<file path="src/rtl/sram_arbiter_pkg.sv">
// sram_arbiter_pkg: shared widths, owner codes and arbiter FSM states for the SRAM path.
// Latency: n/a (types and constants only).
// Backpressure: n/a.
package sram_arbiter_pkg;

    // Shared with ram_ctrl and camera_ctrl so every block agrees on the SRAM geometry.
    localparam int SRAM_ADDR_W = 20;
    localparam int SRAM_DATA_W = 32;

    // Owner codes double as the debug digit shown on the board.
    typedef enum logic [1:0] {
        OWN_NONE = 2'd0,
        OWN_VGA  = 2'd1,
        OWN_CAM  = 2'd2,
        OWN_UART = 2'd3
    } owner_t;

    typedef enum logic [1:0] {
        ST_IDLE  = 2'd0,
        ST_ISSUE = 2'd1,
        ST_WAIT  = 2'd2,
        ST_DONE  = 2'd3
    } state_t;

    // VGA only ever reads, the camera only ever writes, UART chooses per request.
    function automatic logic owner_is_write(input owner_t who, input logic uart_we);
        logic is_wr;
        is_wr = 1'b0;
        case (who)
            OWN_CAM:  is_wr = 1'b1;
            OWN_UART: is_wr = uart_we;
            default:  is_wr = 1'b0;
        endcase
        return is_wr;
    endfunction

endpackage

</file>
<file path="src/rtl/sram_arb_pick.sv">
// sram_arb_pick: combinational winner selection among VGA, camera and UART requests.
// Latency: purely combinational, zero cycles.
// Backpressure: none; the caller only consumes the winner while its FSM is idle.
// Ports: vga_req/cam_req/uart_req - pending requests; burst_cnt - consecutive VGA grants;
//        rr_uart - 1 when UART is next in line between cam and uart; winner - chosen owner.
module sram_arb_pick
    import sram_arbiter_pkg::*;
#(
    parameter int VGA_BURST = 8,
    parameter int CNT_W     = 4
) (
    input  logic             vga_req,
    input  logic             cam_req,
    input  logic             uart_req,
    input  logic [CNT_W-1:0] burst_cnt,
    input  logic             rr_uart,
    output owner_t           winner
);

    logic others_pending;
    logic vga_capped;

    assign others_pending = cam_req | uart_req;
    // VGA only yields once it has used its whole burst and someone else is actually waiting.
    assign vga_capped     = (burst_cnt == CNT_W'(VGA_BURST)) && others_pending;

    always_comb begin
        winner = OWN_NONE;
        if (vga_req && !vga_capped) begin
            winner = OWN_VGA;
        end else if (cam_req && uart_req) begin
            winner = rr_uart ? OWN_UART : OWN_CAM;
        end else if (cam_req) begin
            winner = OWN_CAM;
        end else if (uart_req) begin
            winner = OWN_UART;
        end
    end

endmodule

</file>
<file path="src/rtl/sram_arbiter.sv">
// sram_arbiter: serialises single-word transactions from VGA, camera and UART onto one ram_ctrl port.
// Latency: req sampled in IDLE at N -> mem strobe at N+1; workdone at M -> done at M+1 (>= 4 cycles/txn).
// Backpressure: requesters hold req until their done pulse; a watchdog aborts a transaction stuck in WAIT.
// Ports: clk/rst - clock and async active-low reset; *_req/*_addr/*_wdata/uart_we - requester side;
//        *_done - one-cycle completion pulses; rdata - shared read data; mem_* - ram_ctrl side;
//        owner - current owner digit; err - one-cycle pulse on watchdog abort.
module sram_arbiter
    import sram_arbiter_pkg::*;
#(
    parameter int ADDR_W    = SRAM_ADDR_W,
    parameter int DATA_W    = SRAM_DATA_W,
    parameter int VGA_BURST = 8,
    parameter int TIMEOUT   = 255
) (
    input  logic              clk,
    input  logic              rst,
    input  logic              vga_req,
    input  logic [ADDR_W-1:0] vga_addr,
    output logic              vga_done,
    input  logic              cam_req,
    input  logic [ADDR_W-1:0] cam_addr,
    input  logic [DATA_W-1:0] cam_wdata,
    output logic              cam_done,
    input  logic              uart_req,
    input  logic              uart_we,
    input  logic [ADDR_W-1:0] uart_addr,
    input  logic [DATA_W-1:0] uart_wdata,
    output logic              uart_done,
    output logic [DATA_W-1:0] rdata,
    output logic              mem_read,
    output logic              mem_write,
    output logic [ADDR_W-1:0] mem_addr,
    output logic [DATA_W-1:0] mem_wdata,
    input  logic              mem_workdone,
    input  logic [DATA_W-1:0] mem_rdata,
    output logic [1:0]        owner,
    output logic              err
);

    localparam int CNT_W = $clog2(VGA_BURST + 1);

    state_t           state;
    state_t           state_nxt;
    owner_t           owner_q;
    owner_t           winner;
    logic             mem_we_q;
    logic [CNT_W-1:0] burst_cnt;
    logic             rr_uart;
    logic [7:0]       wdog;
    logic             timeout;
    logic             finish;

    sram_arb_pick #(
        .VGA_BURST (VGA_BURST),
        .CNT_W     (CNT_W)
    ) u_pick (
        .vga_req   (vga_req),
        .cam_req   (cam_req),
        .uart_req  (uart_req),
        .burst_cnt (burst_cnt),
        .rr_uart   (rr_uart),
        .winner    (winner)
    );

    // The abort fires on the cycle the counter reaches TIMEOUT, TIMEOUT+1 cycles after the strobe.
    // It outranks a workdone arriving in the same cycle: the allowance has run out by then.
    assign timeout = (state == ST_WAIT) && (wdog == 8'(TIMEOUT));

    // Completion (normal or aborted) is a single cycle, so exactly one done fires per grant.
    assign finish    = (state == ST_DONE) || timeout;
    assign vga_done  = finish && (owner_q == OWN_VGA);
    assign cam_done  = finish && (owner_q == OWN_CAM);
    assign uart_done = finish && (owner_q == OWN_UART);
    assign err       = timeout;

    assign mem_read  = (state == ST_ISSUE) && !mem_we_q;
    assign mem_write = (state == ST_ISSUE) &&  mem_we_q;
    assign owner     = owner_q;

    always_ff @(posedge clk or negedge rst) begin
        if (!rst) begin
            state <= ST_IDLE;
        end else begin
            state <= state_nxt;
        end
    end

    always_comb begin
        state_nxt = state;
        case (state)
            ST_IDLE: begin
                if (winner != OWN_NONE) begin
                    state_nxt = ST_ISSUE;
                end
            end
            ST_ISSUE: begin
                state_nxt = ST_WAIT;
            end
            ST_WAIT: begin
                if (timeout) begin
                    state_nxt = ST_IDLE;
                end else if (mem_workdone) begin
                    state_nxt = ST_DONE;
                end
            end
            ST_DONE: begin
                state_nxt = ST_IDLE;
            end
            default: begin
                state_nxt = ST_IDLE;
            end
        endcase
    end

    // Datapath and bookkeeping registers, advanced according to the current state.
    always_ff @(posedge clk or negedge rst) begin
        if (!rst) begin
            owner_q   <= OWN_NONE;
            mem_we_q  <= 1'b0;
            mem_addr  <= '0;
            mem_wdata <= '0;
            rdata     <= '0;
            burst_cnt <= '0;
            rr_uart   <= 1'b0;
            wdog      <= 8'd0;
        end else begin
            case (state)
                ST_IDLE: begin
                    // A VGA gap ends its burst, so the next VGA run starts a fresh allowance.
                    if (!vga_req) begin
                        burst_cnt <= '0;
                    end
                    owner_q  <= winner;
                    mem_we_q <= owner_is_write(winner, uart_we);
                    case (winner)
                        OWN_VGA: begin
                            mem_addr  <= vga_addr;
                            mem_wdata <= '0;
                            if (burst_cnt != CNT_W'(VGA_BURST)) begin
                                burst_cnt <= burst_cnt + CNT_W'(1);
                            end
                        end
                        OWN_CAM: begin
                            mem_addr  <= cam_addr;
                            mem_wdata <= cam_wdata;
                            burst_cnt <= '0;
                            rr_uart   <= 1'b1;
                        end
                        OWN_UART: begin
                            mem_addr  <= uart_addr;
                            mem_wdata <= uart_wdata;
                            burst_cnt <= '0;
                            rr_uart   <= 1'b0;
                        end
                        default: begin
                        end
                    endcase
                end
                ST_ISSUE: begin
                    wdog <= 8'd0;
                end
                ST_WAIT: begin
                    if (timeout) begin
                        owner_q <= OWN_NONE;
                    end else if (mem_workdone) begin
                        // Writes leave the last read value visible.
                        if (!mem_we_q) begin
                            rdata <= mem_rdata;
                        end
                    end else begin
                        wdog <= wdog + 8'd1;
                    end
                end
                ST_DONE: begin
                    owner_q <= OWN_NONE;
                end
                default: begin
                end
            endcase
        end
    end

endmodule

</file>
<file path="config.mk">
export PLATFORM = sky130hd
export DESIGN_NAME = sram_arbiter
export DESIGN_NICKNAME = d
export VERILOG_FILES = /design/src/rtl/sram_arbiter_pkg.sv /design/src/rtl/sram_arb_pick.sv /design/src/rtl/sram_arbiter.sv
export SDC_FILE = /design/constraint.sdc
export NUM_CORES = 1
export LEC_CHECK = 0
export ABC_AREA = 1
export CELL_PAD_IN_SITES_DETAIL_PLACEMENT = 2
export CELL_PAD_IN_SITES_GLOBAL_PLACEMENT = 2
export CORE_AREA = 4 4 163 165
export CTS_CLUSTER_DIAMETER = 120
export DETAILED_ROUTE_END_ITERATION = 12
export DIE_AREA = 0 0 167 169
export PLACE_DENSITY_LB_ADDON = 0.1
export SYNTH_ARGS = -nofsm -noshare
export SYNTH_HDL_FRONTEND = slang
export SYNTH_SLANG_ARGS = --single-unit
</file>
<file path="constraint.sdc">
create_clock -name clk -period 2.2 [get_ports clk]
set_input_delay 0.66 -clock clk [delete_from_list [all_inputs] [get_ports clk]]
set_output_delay 0.66 -clock clk [all_outputs]
set_load 0.05 [all_outputs]
</file>
; After elaboration in Yosys (flattened, before gate mapping)
; Index checks and enable logic that the tools add are counted.
[op_classes]
addsub = 2
n_reduce_logical = 25
n_eq_ne = 17
mux = 21
bitwise_logic = 3
[ops]
columns = op, count
row1 = one-hot mux 32 bit (3 select lines), 1
row2 = one-hot mux 20 bit (3 select lines), 1
row3 = two-way mux 2 bit, 8
row4 = two-way mux 8 bit, 2
row5 = one-hot mux 8 bit (2 select lines), 1
row6 = "== test 2 bit, second input constant", 6
row7 = logical AND 1 bit, 9
row8 = "adder 8 x 1 -> 8 bit, second input constant", 1
row9 = "== test 8 bit, second input constant", 1
row10 = two-way mux 4 bit, 2
row11 = "!= test 2 bit, second input constant", 4
row12 = one-hot mux 2 bit (4 select lines), 1
row13 = one-hot mux 4 bit (2 select lines), 1
row14 = AND reduction 2 bit, 4
row15 = "== test 2 x 1 -> 1 bit, second input constant", 3
row16 = one-hot mux 2 bit (3 select lines), 1
row17 = nonzero test 2 bit, 3
row18 = nonzero test 3 bit, 2
row19 = "adder 4 x 1 -> 4 bit, second input constant", 1
row20 = "== test 4 bit, second input constant", 1
row21 = "!= test 4 bit, second input constant", 1
row22 = one-hot mux 1 bit (2 select lines), 2
row23 = AND reduction 4 bit, 1
row24 = "!= test 3 bit, second input constant", 1
row25 = other kinds (8), 10
[totals]
output_inout_bits = 92
ff_bits = 102
in_bits = 163

; Longest topological paths before layout
; Gate-level depths: netlist (run 1).
[logic_depth]
word_depth = 8
depth_mapped = 12

; Cells and area by module
; A second synthesis (run 1) with hierarchy kept.
[unflattened]
hier_cells = 598
hier_area_um2 = 5134.9
[modules_own_cells]
columns = module, cells_per_inst, area_each_um2, n_inst
row1 = sram_arbiter, 586, 5078.6, 1
row2 = sram_arb_pick, 12, 56.3, 1

; Least setup slack after synthesis (run 1)
; No wires, ideal clock.
[synth_timing]
path_type = flip-flop to output port
start = register wdog[0]
end = output port uart_done
t_arrival_ns = 1.841
path_slack_ns = -0.301
t_required_ns = 1.540
stages_incl_launch_ff = 8
path_buffers = 0
path_cell_list = dfrtp_1 ha_1 nand2_2 nor3_4 nand3_2 o21ai_0 nand2_1 nor2_1
[synth_via]
elab_chain_len = 4
[synth_lines]
columns = item, line
row1 = from (decl), sram_arbiter.sv:49  ; logic [7:0] wdog;
row2 = from (signal assigned), sram_arbiter.sv:171  ; wdog <= wdog + 8'd1;
row3 = == test 8 bit, sram_arbiter.sv:67  ; assign timeout = (state == ST_WAIT) && (wdog == 8'(TIMEOUT));
row4 = logical AND 1 bit, sram_arbiter.sv:67
row5 = logical OR 1 bit, sram_arbiter.sv:70  ; assign finish = (state == ST_DONE) || timeout;
row6 = logical AND 1 bit, sram_arbiter.sv:73  ; assign uart_done = finish && (owner_q == OWN_UART);
row7 = to (decl), sram_arbiter.sv:28  ; output logic uart_done,
; Every way passes these cells.

; Worst setup path in the final report (run 1)
[layout_timing]
start = register wdog[1]
end = output port uart_done
; The elaborated chain is that of the path after synthesis.

==> out/results.ini, run 1 <==
[outcome]
outcome=finished, violations left
violations=setup timing

[synthesis]
yosysWarnings=0
synth_cells=710
postSynth.asyncResetShare_pct=100.0
synth_nets=876
post-synth-top-count-cell=nand2_1
syn_avg_cell_area_um2=8.041
synth_area_leaders=dfrtp_1 45%, nand2_1 13%, nand4_1 12%, o21ai_2 4.9%, inv_1 3.9%
synth_seq_cells=102
synth_cell_types=33
synth-main-ff-cell=dfrtp_1
syn_area_mm2=0.005709
synth_largest_area_cell=dfrtp_1
seq_area_frac_synth_pct=44.71
synth_edf_count=0
synth.top_cell.area_share_pct=44.71
synthTopCellsByCount=198 x nand2_1, 105 x nand4_1, 102 x dfrtp_1, 59 x inv_1, 35 x nor2_1

[route]
drc=0
ant_nets=0
drt_iter0_markers=191
drt_pre_antenna_iters=4
routedWlPerCell_um=17.36
vias=5918
viasPerCell=4.494
routed_wl_mm=22.87

[sta]
slew_violations=0
worstMarginPinSlew_ns=0.5338
rsz0062_at_grt=true
slew_headroom_pct=64.55
skew_ns=0.01325
worst_slack_ns=-0.2635
setup_viol=4
clock.fmax_mhz=405.9
hold_violations=0
finalCritPeriodShare_pct=112.0
setup_tns_ns=-0.9995
finalCriticalPeriod_ns=2.464
holdWs_ns=0.1735

[cells_and_area]
fin_nets=1144
drive_gt1_share_pct=23.50
utilization_pct=36.78
area.growth.synth_to_final_pct=61.30
final_area_mm2=0.009209
layout.cells.non_filler=1317
n_fill_cell=2843

[critical_path]
worstPathArrival_ns=1.80
r2r-end=rdata[31]
timing.reg2reg.setup_slack_ns=0.40
cp.required_ns=1.54
cp-end-kind=output pin
startpoint=wdog[1]
critPathMaxFanout=2
worstSetupEndpoint=uart_done
reg2regPathDepth=10
r2r_start=wdog[1]
crit_type=reg2out
cp-start-kind=flip-flop

[power]
powerDensity_mw_per_mm2=1352
ir_drop_mv=0.5379
leakage_nw=4.514
power_mw=12.45

[run]
cap_violations=0

[floorplanning]
die_w_um=167
rows=58
core_mm2=0.02504
initial_core_util_pct=22.80
io_pins=255
die-area_mm2=0.02822
die_h_um=169

[cts]
cts.reportedPaths.clkPinSlew_ns=0.08
ctsLongestPathBuffers=2
clk_latency_ns=0.36
cts_tree=yes
cts_buffers=9
cts.sinks=102
h-tree-depth=3
cts_root_buf=clkbuf_16

[placed_design]
port_buffers=254
placedCellCount=1292
hpwl_mm=17.70
postPlaceCellArea_mm2=0.008827
place_ws_ns=-0.03480
gp_congestion=0.7548

[global_routing]
grt_pass1_vias=6370
grt_pass1_wl_mm=36.23
grt_max_degree=66
grt_antenna_before_repair=7
track_usage_pct=15.97
overflow=0

[worst_hold_path]
min_path_type=in2async

-- critical path: stages (launching register included) --
cell and delay [ns]:
dfrtp_1 0.36, ha_2 0.22, nand2_4 0.06, nor3_4 0.21, nand3_2 0.13, o21ai_4 0.09, nand2_2 0.11, nor2_4 0.12
buf_12 0.14
-- worst min path at each step --
stage | cells past startpoint | to
after floorplan | 0 | burst_cnt[0]
after global placement | 2 | mem_wdata[12]
after detailed placement | 2 | mem_wdata[27]
after CTS | 1 | wdog[5]
after global routing | 1 | wdog[1]
final | 1 | wdog[1]
-- area by class of cell --
| cell class | count | area (um^2) | area share [%] |
|---|---|---|---|
| Multi-Input combinational cell | 490 | 2656 | 28.85 |
| Antenna cell | 4 | 10.01 | 0.1087 |
| Sequential cell | 102 | 2552 | 27.72 |
| Inverter | 67 | 254.0 | 2.758 |
| Timing Repair Buffer | 308 | 3024 | 32.84 |
| Clock buffer | 9 | 225.2 | 2.446 |
| Clock inverter | 7 | 73.82 | 0.8016 |
| Tap cell | 330 | 412.9 | 4.484 |
-- power by group --
part | total, mW | internal, mW | switching, mW
clock network | 1.66 | 0.807 | 0.854
registers | 3.27 | 2.71 | 0.554
logic | 7.53 | 2.47 | 5.05
-- layer usage --
layer,vias to the layer above,wire length (um),global-route usage [%]
met3,17,1562,5.161
li1,2887,-,-
met5,-,48,0
met2,152,11070,26.56
met4,8,214,3.380
met1,2854,9970,20.44
-- cells by family (layout without fill, tap and decap cells) --
group / count (synthesis) / in the layout / share of synthesized area (%)
buffers and inverters: 118 / 391 / 9.665
XOR/XNOR: 6 / 6 / 0.9204
other: 0 / 4 / 0
flip-flops: 102 / 102 / 44.71
AO/OA/AOI/OAI: 65 / 65 / 8.131
AND/OR/NAND/NOR: 416 / 416 / 35.92
adder cells (fa/ha/maj): 3 / 3 / 0.6575
-- sequential cells by signal (all words and copies together), names as in the netlist --
| name | cells |
|---|---|
| mem_wdata | 32 |
| burst_cnt | 4 |
| rdata | 32 |
| mem_we_q | 1 |
| owner | 2 |
| rr_uart | 1 |
| mem_addr | 20 |
| state | 2 |
| wdog | 8 |
-- cell usage in the layout, fill, tap and decap left out, drive strengths merged --
cell type	Yosys	routed
a21oi	16	16
nand4	105	105
or2	15	15
dlygate4sd2	0	20
dfrtp	102	102
inv	66	69
xnor2	2	2
o211ai	1	1
buf	33	121
nand2	232	232
nand3	25	25
clkdlybuf4s50	0	161
o31ai	1	1
xor2	4	4
nor2	38	38
o22ai	2	2
clkinv	1	5
o21ai	45	45
nor3	1	1
diode	0	4
clkbuf	18	9
dlymetal6s2s	0	6
ha	3	3
-- timing repair --
action	4_1_cts	5_1_grt
pin swaps	3	5
endpoints found under the setup margin	24	10
resized for setup	29	11
hold buffers	0	0
setup buffers	2	4
Note: power is estimated with default switching activity, not from simulation.
==> inputs of run 2 (changes only) <==
--- a/config.mk
+++ b/config.mk
@@ -8,10 +8,10 @@
 export ABC_AREA = 1
 export CELL_PAD_IN_SITES_DETAIL_PLACEMENT = 2
 export CELL_PAD_IN_SITES_GLOBAL_PLACEMENT = 2
-export CORE_AREA = 4 4 163 165
+export CORE_AREA = 4 4 157 159
 export CTS_CLUSTER_DIAMETER = 120
 export DETAILED_ROUTE_END_ITERATION = 12
-export DIE_AREA = 0 0 167 169
+export DIE_AREA = 0 0 161 163
 export PLACE_DENSITY_LB_ADDON = 0.1
 export SYNTH_ARGS = -nofsm -noshare
 export SYNTH_HDL_FRONTEND = slang
==> constraint.sdc (replaced) <==
create_clock -name clk -period 2.86 [get_ports clk]
set_input_delay 0.858 -clock clk [delete_from_list [all_inputs] [get_ports clk]]
set_output_delay 0.858 -clock clk [all_outputs]
set_load 0.05 [all_outputs]
==> out/results.ini, run 2 (synthesis gave the netlist of run 1 again) <==
[global_routing]
grt_antenna_before_repair=3  ; was 7
use_met3_pct=5.340  ; was 5.161%
grt_use_met2_pct=30.45  ; was 26.56%
track_usage_pct=17.34  ; was 15.97%
overflow=0  ; unchanged
gr-max-usage-layer=met2  ; unchanged
grt_max_degree=84  ; was 66
grt_pass1_wl_mm=36.71  ; was 36.23 mm
met1_usage_pct=20.68  ; was 20.44%
grt_pass1_vias=6606  ; was 6,370

[critical_path]
worstPathArrival_ns=1.84  ; was 1.80 ns
slowest_delay_ns=0.37  ; was 0.36 ns
cp_common_cell=nand2_2
slowest_stage=dfrtp_1  ; unchanged
cp_cell_sequence=ha_2 -> nand2_2 -> nor3_4 -> nand3_2 -> o21ai_2 -> nand2_2 -> nor2_2 -> buf_12  ; was ha_2 -> nand2_4 -> nor3_4 -> nand3_2 -> o21ai_4 -> nand2_2 -> nor2_4 -> buf_12
cp-end-kind=output pin  ; unchanged
cp-start-kind=flip-flop  ; unchanged
cp.required_ns=2.00  ; was 1.54 ns
crit_type=reg2out  ; unchanged
critPathMaxFanout=4  ; was 2

[placed_design]
placedCellCount=1251  ; was 1,292
port_buffers=254  ; unchanged
hpwl_mm=17.52  ; was 17.70 mm
gp_congestion=0.7989  ; was 0.7548

[cells_and_area]
layout_common_cells=247 x clkdlybuf4s50_1, 197 x nand2_1, 105 x nand4_1  ; was 196 x nand2_1, 161 x clkdlybuf4s50_1, 105 x nand4_1
fin_nets=1112  ; was 1,144
register_area_mm2=0.002552  ; unchanged
n_fill_cell=2591  ; was 2,843
area.growth.synth_to_final_pct=57.02  ; was 61.30%
final_common_cell=clkdlybuf4s50_1  ; was nand2_1
drive_gt1_share_pct=14.30  ; was 23.50%
top_regs=mem_wdata x32, rdata x32, mem_addr x20  ; unchanged
layout.cells.non_filler=1271  ; was 1,317
multi_input_comb_area_mm2=0.002629  ; was 0.002656 mm^2

[sta]
rsz0062_at_grt=false  ; was true
skew_ns=0.01339  ; was 0.01325 ns
finalCriticalPeriod_ns=2.701
setup_viol=0  ; was 4
finalCritPeriodShare_pct=94.43
slew_violations=0  ; unchanged
worstMarginPinSlew_ns=0.6053  ; was 0.5338 ns
holdWs_ns=0.4773  ; was 0.1735 ns
clock.fmax_mhz=370.3
slew_headroom_pct=59.52  ; was 64.55%
hold_violations=0  ; unchanged
setup_tns_ns=0  ; was -0.9995 ns

[floorplanning]
die_h_um=163  ; was 169 um
die_w_um=161  ; was 167 um
initial_core_util_pct=24.54  ; was 22.80%
rows=56  ; was 58
die-area_mm2=0.02624  ; was 0.02822 mm^2
core_mm2=0.02326  ; was 0.02504 mm^2
io_pins=255  ; unchanged

[power]
leakage_nw=4.098  ; was 4.514 nW
powerDensity_mw_per_mm2=1071  ; was 1352 mW/mm^2
ir_drop_mv=0.3174  ; was 0.5379 mV
power_mw=9.605  ; was 12.45 mW

[route]
drt_iter0_markers=180  ; was 191
vias=5896  ; was 5,918
routed_wl_mm=22.68  ; was 22.87 mm
drt_pre_antenna_iters=4  ; unchanged
viasPerCell=4.639  ; was 4.494
routedWlPerCell_um=17.84  ; was 17.36 um
drc=0  ; unchanged
ant_nets=0  ; unchanged

[outcome]
outcome=complete, no violations  ; was finished, violations left

[worst_hold_path]
min_path_type=reg2reg  ; was in2async

[cts]
cts_buffers=9  ; unchanged
ctsLongestPathBuffers=2  ; unchanged
h-tree-depth=3  ; unchanged
ctsHoldBuffers=0  ; unchanged
cts_root_buf=clkbuf_16  ; unchanged
cts_tree=yes  ; unchanged
clk_latency_ns=0.36  ; about the same
cts.reportedPaths.clkPinSlew_ns=0.08  ; about the same
cts.sinks=102  ; unchanged

[run]
cap_violations=0  ; unchanged

[run 2: cell count changes in the layout (fill, tap and decap cells not counted), moves of 2 or more]
cell,previous run,this run
buf_12,20,10
buf_4,100,19
clkdlybuf4s50_1,161,247
diode_2,4,1
dlygate4sd2_1,20,0
dlymetal6s2s_1,6,0
nor2_4,6,4
[run 2: critical path, delay by kind of cell, from the launching register on]
kind | cells | cell delay, ns
AND/OR/NAND/NOR | 5 | 0.64
flip-flops | 1 | 0.37
adder cells (fa/ha/maj) | 1 | 0.21
buffers and inverters | 1 | 0.15
AO/OA/AOI/OAI | 1 | 0.11
[run 2: final cells by class]
type | count | share of cell area [%]
Timing Repair Buffer | 276 | 31.40
Multi-Input combinational cell | 490 | 29.32
Sequential cell | 102 | 28.47
Tap cell | 319 | 4.452
Inverter | 67 | 2.805
Clock buffer | 10 | 2.666
Clock inverter | 6 | 0.8514
Antenna cell | 1 | 0.02791
[run 2: metal layers]
metal  up-vias  share of wire, %  routed length, um
met5         -              0.11                 24
met4         4               1.4                313
met3        19               6.6               1503
met2       152                50              11390
met1      2906                42               9443
li1       2815                 -                  -
[run 2: path summary, 6_finish.rpt]
check                               from       endpoint  slack, ns  cells past startpoint
setup / recovery                 wdog[0]      uart_done       0.16                      8
max in group asynchronous            rst      rdata[25]       1.76                      2
min in group asynchronous            rst        wdog[5]       0.49                      1
hold reg to reg            mem_wdata[28]  mem_wdata[28]       0.48                      2
hold / removal             mem_wdata[28]  mem_wdata[28]       0.48                      2
setup reg to reg            burst_cnt[1]  mem_wdata[26]       0.90                     11
[run 2: repair_timing]
action / in CTS / in global routing
buffers inserted: 2 / 1
hold endpoints to repair: 0 / 0
setup endpoints to repair: 3 / 3
pin swaps: 1 / 3
gates resized for setup: 3 / 4
[run 2: through the flow]
stage                     instance area (um^2)  utilization [%]  setup slack [ns]
after floorplan                           5709                -            0.1607
after global placement                    8606            36.99            0.3079
after detailed placement                  8606            36.99            0.1830
after CTS                                 8944            38.45           0.01624
after global routing                      8965            38.54          0.005671
final                                     8965            38.54            0.1594
[run 2: power breakdown]
part / internal [mW] / switching [mW] / total [mW]
clock: 0.720 / 0.605 / 1.32
sequential: 2.09 / 0.436 / 2.52
combinational: 1.91 / 3.85 / 5.76
==> inputs of run 3 (changes only) <==
--- a/config.mk
+++ b/config.mk
@@ -16,3 +16,4 @@
 export SYNTH_ARGS = -nofsm -noshare
 export SYNTH_HDL_FRONTEND = slang
 export SYNTH_SLANG_ARGS = --single-unit
+export TNS_END_PERCENT = 100
==> results of run 3 <==
Same layout as run 2: the final DEF is identical, and so are final timing and power.
